## config.mk

```make
export PLATFORM = sky130hd
export DESIGN_NAME = tdc_stats_accum
export DESIGN_NICKNAME = d
export VERILOG_FILES = /design/src/rtl/tdc_stats_accum.sv
export SDC_FILE = /design/constraint.sdc
export NUM_CORES = 1
export LEC_CHECK = 0
export ABC_AREA = 1
export BUFFER_PORTS_ARGS = -buffer_cell sky130_fd_sc_hd__buf_2
export CAP_MARGIN = 5
export CORE_ASPECT_RATIO = 0.5
export CORE_MARGIN = 2
export CORE_UTILIZATION = 30
export DETAILED_ROUTE_END_ITERATION = 8
export GPL_ROUTABILITY_DRIVEN = 0
export SETUP_SLACK_MARGIN = 0.4
export SYNTH_ARGS = -nofsm -noshare
export SYNTH_HDL_FRONTEND = slang
export SYNTH_SLANG_ARGS = --single-unit
```

## constraint.sdc

```tcl
create_clock -name clk -period 1.63 [get_ports clk]
set_input_delay 0 -clock clk [delete_from_list [all_inputs] [get_ports clk]]
set_output_delay 0 -clock clk [all_outputs]
set_load 0.02 [all_outputs]
```

## src/rtl/tdc_stats_accum.sv

```systemverilog
// Batch statistics over TDC time codes: averages, min/max and overflow-code count
// across 2^LOG2_N accepted samples, latched at batch end for readout on one bus.
module tdc_stats_accum #(
    parameter int CODE_W = 8,
    parameter int LOG2_N = 4
) (
    input  logic              clk,
    input  logic              rst,
    input  logic [CODE_W-1:0] code_in,
    input  logic              code_valid,
    input  logic              start,
    input  logic [1:0]        sel,
    output logic [CODE_W-1:0] result,
    output logic              busy,
    output logic              done
);

    localparam int SUM_W = CODE_W + LOG2_N;
    localparam int CNT_W = LOG2_N + 1;
    localparam logic [CNT_W-1:0] LAST_CNT = CNT_W'((1 << LOG2_N) - 1);

    typedef enum logic [1:0] {
        IDLE,
        ACCUM,
        DONE
    } state_t;

    state_t state, state_nxt;

    logic [SUM_W-1:0]  sum, sum_nxt;
    logic [CNT_W-1:0]  cnt;
    logic [CODE_W-1:0] wmin, wmax, wsat;
    logic [CODE_W-1:0] min_nxt, max_nxt, sat_nxt;
    logic [CODE_W-1:0] stat_avg, stat_min, stat_max, stat_sat;
    logic              accept, last;

    // Overflow-code counter sticks at all-ones instead of wrapping.
    function automatic logic [CODE_W-1:0] sat_inc(input logic [CODE_W-1:0] v);
        return (v == {CODE_W{1'b1}}) ? v : v + CODE_W'(1);
    endfunction

    always_comb begin
        accept    = (state == ACCUM) && code_valid && !start;
        last      = accept && (cnt == LAST_CNT);
        sum_nxt   = sum + {{LOG2_N{1'b0}}, code_in};
        min_nxt   = (code_in < wmin) ? code_in : wmin;
        max_nxt   = (code_in > wmax) ? code_in : wmax;
        sat_nxt   = (code_in == {CODE_W{1'b1}}) ? sat_inc(wsat) : wsat;
        state_nxt = state;
        if (start)
            state_nxt = ACCUM;
        else if (last)
            state_nxt = DONE;
    end

    assign busy = (state == ACCUM);
    assign done = (state == DONE);

    always_ff @(posedge clk) begin
        if (rst) begin
            state <= IDLE;
            sum   <= '0;
            cnt   <= '0;
            wmin  <= '1;
            wmax  <= '0;
            wsat  <= '0;
        end else begin
            state <= state_nxt;
            if (start) begin
                sum  <= '0;
                cnt  <= '0;
                wmin <= '1;
                wmax <= '0;
                wsat <= '0;
            end else if (accept) begin
                sum  <= sum_nxt;
                cnt  <= cnt + CNT_W'(1);
                wmin <= min_nxt;
                wmax <= max_nxt;
                wsat <= sat_nxt;
            end
        end
    end

    // Latched stats include the final sample; they survive later starts.
    always_ff @(posedge clk) begin
        if (rst) begin
            stat_avg <= '0;
            stat_min <= '0;
            stat_max <= '0;
            stat_sat <= '0;
        end else if (last) begin
            stat_avg <= sum_nxt[SUM_W-1:LOG2_N];
            stat_min <= min_nxt;
            stat_max <= max_nxt;
            stat_sat <= sat_nxt;
        end
    end

    always_ff @(posedge clk) begin
        if (rst) begin
            result <= '0;
        end else begin
            unique case (sel)
                2'b00:   result <= stat_avg;
                2'b01:   result <= stat_min;
                2'b10:   result <= stat_max;
                default: result <= stat_sat;
            endcase
        end
    end

endmodule
```

# ---- After elaboration in Yosys (flattened, before gate mapping)
# Cells that the tools add are included.
dict set report totals {
  ff_bits 83
  inputBits 14
  out_inout_bits 10
  wordCells 38
}
dict set report op_classes {
  addsub 3
  order_cmp 2
  n_eq_ne 7
  n_mux 7
  reduce_logical 7
}
# cell count
set ops {}
lappend ops {{8-bit two-way mux} 4}
lappend ops {{8-bit one-hot mux with 3 select lines} 1}
lappend ops {{8-bit equality test, second input constant} 2}
lappend ops {{12-bit by 8-bit adder with 12-bit output} 1}
lappend ops {{8-bit by 1-bit adder with 8-bit output, second input constant} 1}
lappend ops {{8-bit > comparator} 1}
lappend ops {{8-bit < comparator} 1}
lappend ops {{5-bit by 1-bit adder with 5-bit output, second input constant} 1}
lappend ops {{5-bit by 4-bit equality test with 1-bit output, second input constant} 1}
lappend ops {{2-bit by 1-bit equality test with 1-bit output, second input constant} 2}
lappend ops {{2-bit equality test, second input constant} 2}
lappend ops {{1-bit logical AND} 3}
lappend ops {{2-bit logical NOT} 1}
lappend ops {{1-bit two-way mux} 2}
lappend ops {{2-bit nonzero test} 1}
lappend ops {{2-bit OR reduction} 1}
lappend ops {{1-bit logical NOT} 1}

# ---- Longest topological paths before layout
dict set report logic_depth {
  ltp_word 6
  mapped_depth 14
  ltp_nobuf 14
}

# ---- Worst setup path before layout
# OpenSTA, ideal clock, no wires.
dict set report synth_path {
  path_type {register to register}
  startpoint {reg wmin[5]}
  endpoint {reg wmin[0]}
  setup_time_ns 0.059
  arrival_ns 1.562
  required_ns 1.571
  slack_ns 0.009
  path_stages_with_launch 10
  path_buffers 0
  synth_period_minus_slack_ns 1.621
  cell_sequence {dfxtp_1 -> inv_1 -> ha_1 -> a21oi_1 -> nor2_1 -> nor3_2 -> nand2_1 -> nand2_1 -> nand3_1 -> nand2_1}
}
dict set report synth_between {
  elab_chain_len 2
}
# item line
set synth_lines {}
lappend synth_lines {{start, declared} 32} ;# logic [CODE_W-1:0] wmin, wmax, wsat;
lappend synth_lines {{start signal, assigned} 78} ;# wmin <= min_nxt;
lappend synth_lines {{8-bit < comparator} 46} ;# min_nxt = (code_in < wmin) ? code_in : wmin;
lappend synth_lines {{8-bit two-way mux} 46}
# No other way between the ends.
# A chain may end at the register's enable or synchronous reset.

# ---- Final worst setup path
dict set report layout_path {
  startpoint {reg wmax[2]}
  endpoint {reg wmax[0]}
}
dict set report layout_between {
  elab_chain_len 2
}
# item line
set layout_lines {}
lappend layout_lines {{start, declared} 32}
lappend layout_lines {{start signal, assigned} 79} ;# wmax <= max_nxt;
lappend layout_lines {{8-bit > comparator} 47} ;# max_nxt = (code_in > wmax) ? code_in : wmax;
lappend layout_lines {{8-bit two-way mux} 47}
# No other way between the ends.

==> results.ini <==
[status]
status = complete, but fails checks
violations = setup timing

[place]
io_buffers = 23
dp.final_hpwl_um = 9298
dpl-instance-area_mm2 = 0.005403
dpl.cell_count = 916

[floorplan]
placeableCoreArea_mm2 = 0.01470
die-area_mm2 = 0.01639
io_pins = 24
die_h_um = 91.52
start_util_pct = 31.26
num_rows = 31
die_w_um = 179.0

[global_route]
globalRouteOverflowTotal = 0
grtUsageMet2_pct = 30.93
busiest_layer = met2
grt_pass1_wl_um = 24120
antenna_found_initial = 0
grtUsageTotal_pct = 18.87
grt_max_degree = 25
first_global_vias = 4814
met1_usage_pct = 25.03
use_met3_pct = 3.769

[logic_synthesis]
synthCells = 691
mappedNetlistArea_mm2 = 0.004596
synth_fp_nets = 732
synth_cell_types = 32
ys.flop_type = dfxtp_1
ys_top_cells_by_area = dfxtp_1 (36%), nand2_1 (18%), inv_1 (8.8%)
avgSynthCellArea_um2 = 6.651
synth_top_cell_area_share_pct = 36.16
synth_top_area_cell = dfxtp_1
synth.most_common_cell = nand2_1
yosys_register_bits = 83
async_flop_share_pct = 0
synth_edf_count = 0
synthTopCellsByCount = nand2_1 (219), inv_1 (108), dfxtp_1 (83)
yosys_warnings = 0
yosysSeqAreaShare_pct = 36.16

[worst_hold_path]
min_path_type = input port to register
hold_path_depth = 4
worstHoldStart = rst
min_to = stat_sat[1]

[routing]
vias_per_cell = 4.932
drt_pass1_iterations = 5
drt_iter0_drc = 338
ant_nets = 0
drc = 0
wirelength_um = 15560
wl_per_cell_um = 15.73
num_vias = 4878

[clocking]
numCtsBuffers = 9
path_clk_slew_ps = 60
cts_tree = built
clock_sinks = 83
htreeDepth = 3
cts_buffer_depth = 2
cts-root-buf = clkbuf_16
clock_latency_ps = 330

[setup_path]
reg2reg_depth = 13
cp-start-kind = register
arrival_ps = 1880
reg2reg_slack_ps = -20
r2r_start = wmax[2]
cp-end-kind = register
worstSetupPathType = register to register
r2r-end = wmax[0]
worstPathRequired_ps = 1860
cp_max_fo = 8

[sta]
period_needed_ps = 1650
clock_skew_ps = 6.212
hold_slack_ps = 115.1
fin_tns_setup_ps = -96.95
rsz0062_at_grt = yes
slew-limit-headroom_pct = 66.13
report.final.slew_viol_count = 0
setup_ws_ps = -20.02
tightest_slew_ps = 506.2
finalCritPeriodShare_pct = 101.2
setup_viol = 12
timing.final.hold_violations = 0
fmax_mhz = 606.1

[finish]
design_area_mm2 = 0.007352
stdcell_count = 989
syn_to_final_growth_pct = 59.98
final_layout_size_suffix_gt1_share_pct = 45.39
nets = 827
antenna_cells = 0

[power]
power_leakage_uw = 0.003575
ir_drop_mv = 0.5022
power_per_cell_area_mw_per_mm2 = 666.6

[run]
maxCapViolCount = 0

-- where the power goes --
group          switching, uW  internal, uW
logic                    491           335
registers               28.7          2060
clock network            806          1180
-- flip-flops by register name, indices dropped and copies added, names as in the netlist --
signal    count
stat_max      8
sum          12
cnt           5
wmax          8
state         2
stat_avg      8
wmin          8
wsat          8
stat_min      8
stat_sat      8
result        8
-- routing by layer --
| layer | vias to the layer above | part of all wire [%] |
|---|---|---|
| met5 | - | 0 |
| met4 | 0 | 1.9 |
| met3 | 26 | 3.9 |
| met2 | 98 | 47 |
| met1 | 2354 | 48 |
| li1 | 2400 | - |
-- metrics by stage --
step	util (%)	power [uW]	setup slack, ps
2_1_floorplan	-	2467	128.4
3_5_place_dp	36.75	2638	-48.24
3_3_place_gp	36.75	2631	-70.61
5_1_grt	50.01	5094	-118.0
4_1_cts	46.46	4820	23.94
6_report	50.01	4901	-20.02
-- cells by family after synthesis --
logic type | share of synthesized area, %
AO/OA/AOI/OAI | 11.52
adder cells (fa/ha/maj) | 7.514
buffers and inverters | 10.94
flip-flops | 36.16
AND/OR/NAND/NOR | 32.73
XOR/XNOR | 1.143
-- layout make-up --
type,count,area [um2]
Multi-Input combinational cell,481,3702
Clock inverter,5,53.80
Clock buffer,11,232.7
Inverter,111,450.4
Fill cell,1314,7348
Sequential cell,83,1703
Timing Repair Buffer,99,945.9
Timing Repair inverter,1,16.27
Tap cell,198,247.7
-- worst max-delay path, stage by stage, from the launching register on --
cell and delay [ps]:
dfxtp_2 340, inv_1 90, ha_4 280, nand2_1 50
inv_2 60, nand2_1 50, nand2_1 70, nand2_2 70
nand2_4 130, nand2_8 140, nand2_4 110, nand3_2 70
nand2_1 60, inv_1 30
-- layout by cell type (no fill, tap or decap), drive strengths merged --
cell and instances:
nand3 72, fa 1, nor3 3, nand4 11, clkinv 6, bufinv 1
clkbuf 13, inv 109, a21boi 1, ha 26, a21oi 45, dfxtp 83
nor2 45, dlygate4sd3 1, o2111ai 5, o211ai 10, a21o 2, o21a 2
nand2 222, xnor2 2, o21bai 1, buf 96, o21ai 28, nor4 1
clkinvlp 1, xor2 4
-- how the worst max path moves through the flow --
| stage | startpoint | end | slack [ps] | cells after the start |
|---|---|---|---|---|
| floorplan | wmax[5] | wmax[4] | 130 | 10 |
| global placement | wmax[3] | wmax[5] | -70 | 13 |
| detailed placement | sum[0] | sum[8] | -50 | 10 |
| CTS | sum[0] | sum[8] | 20 | 10 |
| global route | sum[0] | sum[8] | -120 | 10 |
| finish | wmax[2] | wmax[0] | -20 | 13 |
-- repair_timing --
action / in CTS / in global routing
endpoints found under the setup margin: 70 / 75
setup buffers: 35 / 14
endpoints found under the hold margin: 1 / 0
pin swaps: 65 / 62
cloned: 5 / 2
hold buffers: 1 / 0
resized for setup: 184 / 86
(Power assumes the default switching activity.)
